<file path="src/rtl/ipu_resize_pool.sv">
// ipu_resize_pool
//   Streaming binary-image downscaler. A raster-order 1-bit image of
//   IN_W x IN_H pixels is mapped onto OUT_W x OUT_H cells using
//   cell = floor(pos * OUT / IN). Set pixels are counted per cell.
//   Each cell emits 1 when its count is >= THRESHOLD. Output is produced
//   one band (one output line) at a time.
//
// Ports
//   CLK               clock, rising edge
//   RST               synchronous reset, active-high
//   PIX_VALID         input pixel strobe (gaps allowed)
//   PIX               binary pixel value
//   SOF               start of frame, qualified by PIX_VALID
//   THRESHOLD         count threshold, held for a frame
//   OUT_VALID         output bit strobe, OUT_W-cycle bursts
//   OUT_BIT           pooled cell value
//   OUT_LAST_IN_LINE  marks cell OUT_W-1 of an output line
//   OUT_LAST_PIX      marks the last cell of the frame
//   FRAME_ERR         sticky; SOF seen away from position (0,0)
//   CELL_COUNT        saturated cell count, aligned with OUT_BIT
//                     (present only when IPU_RESIZE_POPCNT_OUT_EN is defined)
//
// Build option
//   IPU_RESIZE_POPCNT_OUT_EN : adds CELL_COUNT and the per-cell count shadow.

module ipu_resize_pool #(
    parameter int IN_W  = 320,
    parameter int IN_H  = 240,
    parameter int OUT_W = 64,
    parameter int OUT_H = 64,
    parameter int CNT_W = 6
) (
    input  logic             CLK,
    input  logic             RST,
    input  logic             PIX_VALID,
    input  logic             PIX,
    input  logic             SOF,
    input  logic [CNT_W-1:0] THRESHOLD,
    output logic             OUT_VALID,
    output logic             OUT_BIT,
    output logic             OUT_LAST_IN_LINE,
    output logic             OUT_LAST_PIX,
`ifdef IPU_RESIZE_POPCNT_OUT_EN
    output logic [CNT_W-1:0] CELL_COUNT,
`endif
    output logic             FRAME_ERR
);

    localparam int XW  = $clog2(IN_W + 1);
    localparam int YW  = $clog2(IN_H + 1);
    localparam int EXW = $clog2(2 * IN_W);
    localparam int EYW = $clog2(2 * IN_H);
    localparam int CXW = $clog2(OUT_W + 1);
    localparam int CYW = $clog2(OUT_H + 1);
    localparam int IW  = $clog2(OUT_W + 1);

    typedef enum logic {IDLE, EMIT} state_t;

    // Saturating increment: the counter sticks at all-ones.
    function automatic logic [CNT_W-1:0] sat_inc(input logic [CNT_W-1:0] v,
                                                 input logic inc);
        if (inc && (v != {CNT_W{1'b1}}))
            return v + CNT_W'(1);
        else
            return v;
    endfunction

    // Position tracking and per-cell accumulators (stage p0)
    logic [XW-1:0]    x_p0;
    logic [YW-1:0]    y_p0;
    logic [EXW-1:0]   ex_p0;
    logic [EYW-1:0]   ey_p0;
    logic [CXW-1:0]   cx_p0;
    logic [CYW-1:0]   cy_p0;
    logic [CNT_W-1:0] acc_p0 [OUT_W];

    // Effective position for the current pixel (after a possible SOF restart)
    logic             restart;
    logic [XW-1:0]    x_e;
    logic [YW-1:0]    y_e;
    logic [EXW-1:0]   ex_e;
    logic [EYW-1:0]   ey_e;
    logic [CXW-1:0]   cx_e;
    logic [CYW-1:0]   cy_e;
    logic [EXW-1:0]   ex_sum;
    logic [EYW-1:0]   ey_sum;
    logic             col_step;
    logic             row_step;
    logic             line_end;
    logic             last_line;
    logic             band_end;
    logic [CNT_W-1:0] cnt_now [OUT_W];
    logic [OUT_W-1:0] cmp;

    // SOF anywhere but (0,0) restarts the frame; this pixel becomes (0,0).
    assign restart = PIX_VALID && SOF && ((x_p0 != '0) || (y_p0 != '0));

    always_comb begin
        x_e  = restart ? '0 : x_p0;
        y_e  = restart ? '0 : y_p0;
        ex_e = restart ? '0 : ex_p0;
        ey_e = restart ? '0 : ey_p0;
        cx_e = restart ? '0 : cx_p0;
        cy_e = restart ? '0 : cy_p0;

        ex_sum   = ex_e + EXW'(OUT_W);
        ey_sum   = ey_e + EYW'(OUT_H);
        col_step = (ex_sum >= EXW'(IN_W));
        row_step = (ey_sum >= EYW'(IN_H));

        line_end  = PIX_VALID && (x_e == XW'(IN_W - 1));
        last_line = (y_e == YW'(IN_H - 1));
        band_end  = line_end && (row_step || last_line);

        // Compare includes the current pixel, so nothing is lost at band end.
        for (int i = 0; i < OUT_W; i++) begin
            cnt_now[i] = sat_inc(restart ? '0 : acc_p0[i],
                                 PIX_VALID && PIX && (cx_e == CXW'(i)));
            cmp[i]     = (cnt_now[i] >= THRESHOLD);
        end
    end

    always_ff @(posedge CLK) begin
        if (RST) begin
            x_p0      <= '0;
            y_p0      <= '0;
            ex_p0     <= '0;
            ey_p0     <= '0;
            cx_p0     <= '0;
            cy_p0     <= '0;
            FRAME_ERR <= 1'b0;
            for (int i = 0; i < OUT_W; i++)
                acc_p0[i] <= '0;
        end else if (PIX_VALID) begin
            if (restart)
                FRAME_ERR <= 1'b1;

            if (line_end) begin
                x_p0  <= '0;
                ex_p0 <= '0;
                cx_p0 <= '0;
                if (last_line) begin
                    y_p0  <= '0;
                    ey_p0 <= '0;
                    cy_p0 <= '0;
                end else begin
                    y_p0 <= y_e + YW'(1);
                    if (row_step) begin
                        ey_p0 <= ey_sum - EYW'(IN_H);
                        cy_p0 <= cy_e + CYW'(1);
                    end else begin
                        ey_p0 <= ey_sum;
                        cy_p0 <= cy_e;
                    end
                end
            end else begin
                x_p0  <= x_e + XW'(1);
                y_p0  <= y_e;
                ey_p0 <= ey_e;
                cy_p0 <= cy_e;
                if (col_step) begin
                    ex_p0 <= ex_sum - EXW'(IN_W);
                    cx_p0 <= cx_e + CXW'(1);
                end else begin
                    ex_p0 <= ex_sum;
                    cx_p0 <= cx_e;
                end
            end

            for (int i = 0; i < OUT_W; i++)
                acc_p0[i] <= band_end ? '0 : cnt_now[i];
        end
    end

    // Band shadow and emission FSM (stage p1)
    state_t           state_p1;
    logic [IW-1:0]    idx_p1;
    logic [IW-1:0]    idx_nxt;
    logic [OUT_W-1:0] shd_p1;
    logic             band_last_p1;

    assign idx_nxt = idx_p1 + IW'(1);

    // OUT_BIT is loaded with cell 0 directly; shd_p1 holds the remaining
    // cells, shifted down one per cycle. A new band end wins over the
    // final EMIT cycle so back-to-back bands need no dead cycle.
    always_ff @(posedge CLK) begin
        if (RST) begin
            state_p1         <= IDLE;
            idx_p1           <= '0;
            shd_p1           <= '0;
            band_last_p1     <= 1'b0;
            OUT_VALID        <= 1'b0;
            OUT_BIT          <= 1'b0;
            OUT_LAST_IN_LINE <= 1'b0;
            OUT_LAST_PIX     <= 1'b0;
        end else if (band_end) begin
            state_p1         <= EMIT;
            idx_p1           <= '0;
            shd_p1           <= cmp >> 1;
            band_last_p1     <= last_line;
            OUT_VALID        <= 1'b1;
            OUT_BIT          <= cmp[0];
            OUT_LAST_IN_LINE <= (OUT_W == 1);
            OUT_LAST_PIX     <= (OUT_W == 1) && last_line;
        end else begin
            case (state_p1)
                EMIT: begin
                    if (idx_p1 == IW'(OUT_W - 1)) begin
                        state_p1         <= IDLE;
                        OUT_VALID        <= 1'b0;
                        OUT_BIT          <= 1'b0;
                        OUT_LAST_IN_LINE <= 1'b0;
                        OUT_LAST_PIX     <= 1'b0;
                    end else begin
                        idx_p1           <= idx_nxt;
                        shd_p1           <= shd_p1 >> 1;
                        OUT_BIT          <= shd_p1[0];
                        OUT_LAST_IN_LINE <= (idx_nxt == IW'(OUT_W - 1));
                        OUT_LAST_PIX     <= (idx_nxt == IW'(OUT_W - 1)) && band_last_p1;
                    end
                end
                default: begin
                    OUT_VALID        <= 1'b0;
                    OUT_BIT          <= 1'b0;
                    OUT_LAST_IN_LINE <= 1'b0;
                    OUT_LAST_PIX     <= 1'b0;
                end
            endcase
        end
    end

`ifdef IPU_RESIZE_POPCNT_OUT_EN
    logic [CNT_W-1:0] cnt_shd_p1 [OUT_W];

    // Count shadow follows the same load/shift pattern as shd_p1.
    always_ff @(posedge CLK) begin
        if (RST) begin
            CELL_COUNT <= '0;
            for (int i = 0; i < OUT_W; i++)
                cnt_shd_p1[i] <= '0;
        end else if (band_end) begin
            CELL_COUNT <= cnt_now[0];
            for (int i = 0; i < OUT_W - 1; i++)
                cnt_shd_p1[i] <= cnt_now[i+1];
            cnt_shd_p1[OUT_W-1] <= '0;
        end else if (state_p1 == EMIT) begin
            if (idx_p1 == IW'(OUT_W - 1)) begin
                CELL_COUNT <= '0;
            end else begin
                CELL_COUNT <= cnt_shd_p1[0];
                for (int i = 0; i < OUT_W - 1; i++)
                    cnt_shd_p1[i] <= cnt_shd_p1[i+1];
                cnt_shd_p1[OUT_W-1] <= '0;
            end
        end
    end
`endif

endmodule

</file>
<file path="config.mk">
export PLATFORM = sky130hd
export DESIGN_NAME = ipu_resize_pool
export DESIGN_NICKNAME = d
export VERILOG_FILES = /design/src/rtl/ipu_resize_pool.sv
export SDC_FILE = /design/constraint.sdc
export NUM_CORES = 2
export LEC_CHECK = 0
export BUFFER_PORTS_ARGS = -buffer_cell sky130_fd_sc_hd__buf_2
export CORE_MARGIN = 5
export CORE_UTILIZATION = 30
export DETAILED_ROUTE_END_ITERATION = 16
export SYNTH_ARGS = -nofsm -noshare
export SYNTH_HDL_FRONTEND = slang
export SYNTH_SLANG_ARGS = --single-unit
</file>
<file path="constraint.sdc">
create_clock -name CLK -period 12.1 [get_ports CLK]
set_input_delay 0.605 -clock CLK [delete_from_list [all_inputs] [get_ports CLK]]
set_output_delay 0.605 -clock CLK [all_outputs]
set_load 0.02 [all_outputs]
</file>
Word level (Yosys, flattened, before mapping)
Memory sizes are Yosys's and may differ from the RTL's.
Index checks and enable logic that the tools add are counted.
Storage, ports and cells
  bits in registers: 120
  RAM bits: 384
  output and inout port bits: 5
  logic and storage cells: 785
  memories: 1
Memory list
  acc_p0: depth 64, bits a word 6, rd ports 64, clocked after memory_dff 0, wr ports 64, line 75  | logic [CNT_W-1:0] acc_p0 [OUT_W];
Operators by class
  $add $sub $neg: 72
  order comparisons: 66
  eq/ne operators: 133
  muxes and demuxes: 288
  bitwise logic cells: 66
  reductions and logical operators: 145
Operators with widths (count)
  2-to-1 mux 6 bit: 256
  adder 6 x 1 -> 6 bit, second input constant: 64
  greater-or-equal comparator 6 bit: 64
  != test 6 bit, second input constant: 64
  == test 7 x 6 -> 1 bit, second input constant: 34
  2-to-1 mux 63 bit: 3
  logical AND 1 bit: 134
  == test 7 x 5 -> 1 bit, second input constant: 16
  OR 1 bit: 64
  == test 7 x 4 -> 1 bit, second input constant: 8
  2-to-1 mux 9 bit: 6
  2-to-1 mux 10 bit: 3
  == test 7 x 3 -> 1 bit, second input constant: 4
  2-to-1 mux 8 bit: 3
  2-to-1 mux 7 bit: 3
  adder 7 x 1 -> 7 bit, second input constant: 2
  == test 7 x 2 -> 1 bit, second input constant: 2
  2-to-1 mux 1 bit: 14
  adder 10 x 7 -> 10 bit, second input constant: 1
  greater-or-equal comparator 10 x 9 -> 1 bit, second input constant: 1
  subtractor 10 x 9 -> 10 bit, second input constant: 1
  adder 9 x 1 -> 9 bit, second input constant: 1
  adder 9 x 7 -> 9 bit, second input constant: 1
  == test 9 bit, second input constant: 1
  other kinds (16): 20

Depth between registers and ports, before layout
  word-level depth: 10
  mapped depth: 22
  mapped depth without buffers: 17

Worst setup path after synthesis
OpenSTA, ideal clock, no wires.
  kind: in2reg
  start point: in PIX_VALID
  end point: mem acc_p0[0][0] (enable)
  setup time: 3.144 ns
  arrival time: 8.133 ns
  required time: 8.956 ns
  slack: 0.823 ns
  cell stages on the path: 4
  buffers on the path: 2
  path through: clkbuf_1 -> buf_2 -> nor2_1 -> clkinv_1
RTL lines
  start: declaration: line 35  | input logic PIX_VALID,
  end: declaration: line 75

==> flow_summary.toml <==
[timing]
setup-violations-final = 0
finalMaxSlewViolations = 0
rsz0062_at_grt = "false"
finalHoldViolations = 0
slew-limit-headroom_pct = 23.5
max_freq_mhz = 152
min_period_over_period_pct = 54.5
finalWorstSetupSlack_ns = 5.51
tns_ns = 0
fin_skew_ns = 0.0185
period_minus_slack_ns = 6.59
whs_ns = 0.446
worstMarginPinSlew_ns = 1.15

[min_path]
holdCritPathClass = "input port to register"

[finish]
multi_input_area_um2 = 21900
area.sequential_um2 = 13900
drive_gt1_share_pct = 6.91
areaGrowthSynthToFinish_pct = 9.94
final_nets = 4284
nFillCells = 12300

[floorplanning]
pin_count = 16
initial_core_util_pct = 30.2
core_um2 = 122000
dieArea_um2 = 129000
row_count = 128
die_h_um = 360
die_width_um = 360

[route]
post-route-drc-count = 0
met2WireLength_mm = 43.5
wl_per_cell_um = 17.3
highest_layer = "met4"
dr.pass1.iters = 8
vias = 28600
drt-initial-drc-count = 1844
final_antenna_net_count = 0
wl_mm = 95.0
viasPerCell = 5.20
wl_met1_mm = 44.7
wl_met3_mm = 4.52

[global_routing]
grt_max_degree = 124
overflow = 0
grt_pass1_vias = 27600
grt.total_usage_pct = 14.1
grt_pass1_wl_mm = 151
antenna_found_initial = 4

[cts]
cts-root-buf = "clkbuf_16"
clock_path_buffers = 3
postCtsSetupRepairBufs = 0
worst_skew_pair.late_latency_ns = 0.63
cts_tree = "yes"
clock_sinks = 504
htreeDepth = 2
clkTransAtPathRegs_ns = 0.06
hold_buffers = 0
post_cts_resized = 0
cts_buffers = 60

[place]
io_buffers = 15
dp_hpwl_mm = 58.6
gp_congestion = 0.782
place_ws_ns = 5.33

[power]
vdd_ir_drop_max_mv = 0.116
combPwrFrac_pct = 14.0
p_sw_mw = 1.22
power.density_nw_per_um2 = 111
netSwitchingFraction_pct = 27.3
power_frac_clock_pct = 40.5
p_int_mw = 3.26
leakagePower_nw = 15.3
seqPwrFrac_pct = 45.5

[worst_setup_path]
critPathArrivalTime_ns = 6.92
path_class = "register to register"
end_kind = "register"
required_ns = 12.43
crit_path_max_fanout = 70
cp-start-kind = "register"

[synth]
synth_flop_cell = "edfxtp_1"
synth_area_leaders = "edfxtp_1, ha_1, dfxtp_1"
synth-async-reset-ratio_pct = 0
yosys_warnings = 0
ys_seq_elements = 504
yosysSeqAreaShare_pct = 38.0
synth_top_area_cell = "edfxtp_1"
synth.cell_area_um2 = 36700
synthCells = 3884
syn_nets = 4353
synth_top_area_share_pct = 31.5
synth.distinct_cells = 76
avgSynthCellArea_um2 = 9.44
synth_edf_count = 384

[job]
maxCapViolations = 0

[status]
status = "complete, no violations"
-- critical path: stages (launching register included) --
cell      delay (ns)
dfxtp_1         0.36
nor4_1          0.30
and3_1          0.52
a21o_4          0.63
buf_4           0.72
and2_1          0.26
ha_1            0.22
a21oi_1         0.10
a211oi_1        0.49
a211oi_2        0.11
a21oi_4         0.19
buf_4           0.69
or2_4           0.70
buf_4           0.82
a211oi_1        0.10
-- area by class of cell --
class / instances / area share (%)
multi-input combinational: 3169 / 54.3
sequential: 504 / 34.6
tap: 1625 / 5.04
clock buffer: 90 / 4.33
timing repair buffer: 56 / 0.962
clock inverter: 22 / 0.472
inverter: 24 / 0.267
antenna: 3 / 0.0186
-- power by group through the flow --
stage / clock (mW) / sequential, mW / combinational (mW)
after floorplan: 0 / 2.08 / 0.472
after global placement: 0 / 2.07 / 0.607
after detailed placement: 0 / 2.08 / 0.631
after CTS: 1.86 / 2.04 / 0.634
after global routing: 1.92 / 2.06 / 0.727
final: 1.82 / 2.04 / 0.629
-- metrics by stage --
stage	instance area [um^2]	total power, mW	instances	utilization, %
floorplan	36700	2.55	3884	-
global placement	38400	2.68	5378	31.6
detailed placement	38400	2.71	5378	31.6
CTS	40300	4.54	5490	33.2
global route	40300	4.70	5490	33.2
finish	40300	4.49	5493	33.2
-- final timing paths --
path	endpoint	cells after the start	from	slack [ns]
worst max-delay path	acc_p0[0][106]	14	x_p0[2]	5.51
worst min-delay path	y_p0[0]	2	RST	0.45
worst max register to register	acc_p0[0][106]	14	x_p0[2]	5.51
worst min register to register	ey_p0[7]	2	ey_p0[7]	0.46
-- Yosys cell counts (6+ instances only) --
cell / n
nand3_1: 176
or4_1: 9
o31ai_1: 6
edfxtp_1: 384
mux2_2: 61
and3_1: 69
a21oi_1: 236
nand4_1: 93
xnor2_1: 132
nor2_2: 10
nor2b_1: 6
nand2b_1: 77
o211ai_1: 6
nor2_1: 291
buf_1: 12
a21o_1: 9
o21ai_0: 111
or3_1: 6
clkbuf_1: 106
and2_1: 378
nor3_1: 215
o41ai_1: 7
and4_1: 11
xor2_1: 164
a311oi_1: 66
mux2i_1: 14
a211oi_1: 71
buf_2: 58
nor4_1: 34
buf_4: 6
inv_1: 23
nand3b_1: 6
ha_1: 458
dfxtp_1: 120
a31o_2: 9
nand2_1: 367
-- layout by cell type, fill, tap and decap left out, types with 7 or more instances in the layout --
cell type	Yosys	layout
o21ai_0	111	111
clkinv_2	0	12
and3_1	69	69
and2_1	378	378
xnor2_1	132	132
nand3_1	176	176
a31o_2	9	9
dfxtp_1	120	120
a211oi_1	71	71
nor2_2	10	10
mux2_2	61	61
o41ai_1	7	7
xor2_1	164	164
clkbuf_8	0	9
nand2_1	367	367
clkbuf_1	106	19
nor3_1	215	214
a21oi_1	236	235
a311oi_1	66	66
ha_1	458	458
buf_2	58	13
nand2b_1	77	76
buf_4	6	43
a21o_1	9	8
nor4_1	34	34
mux2i_1	14	14
nor2_1	291	290
clkbuf_16	0	62
and4_1	11	11
inv_1	23	18
nand4_1	93	93
edfxtp_1	384	384
or4_1	9	9
-- cells by family (layout without fill, tap and decap cells) --
kind of cell	Yosys count	after routing	synth area share, %
xor+xnor	296	296	7.07
other cells	0	3	0
simple gates	1777	1777	24.8
fa+ha+maj	458	458	15.6
buf+inv	211	192	2.50
mux	75	75	2.26
flops	504	504	38.0
compound gates	563	563	9.69
-- metal layers --
layer	track usage, %	vias up
met1	19.4	13800
met2	23.7	586
met5	0	-
li1	-	14100
met3	1.55	127
met4	3.86	0
-- registers in the layout, indices dropped and copies added, names as in the netlist, 7 cells and up --
signal	cells
ey_p0	9
idx_p1	7
ex_p0	10
y_p0	8
cx_p0	7
acc_p0	384
x_p0	9
shd_p1	63
Power figures use the tool's default switching activity.
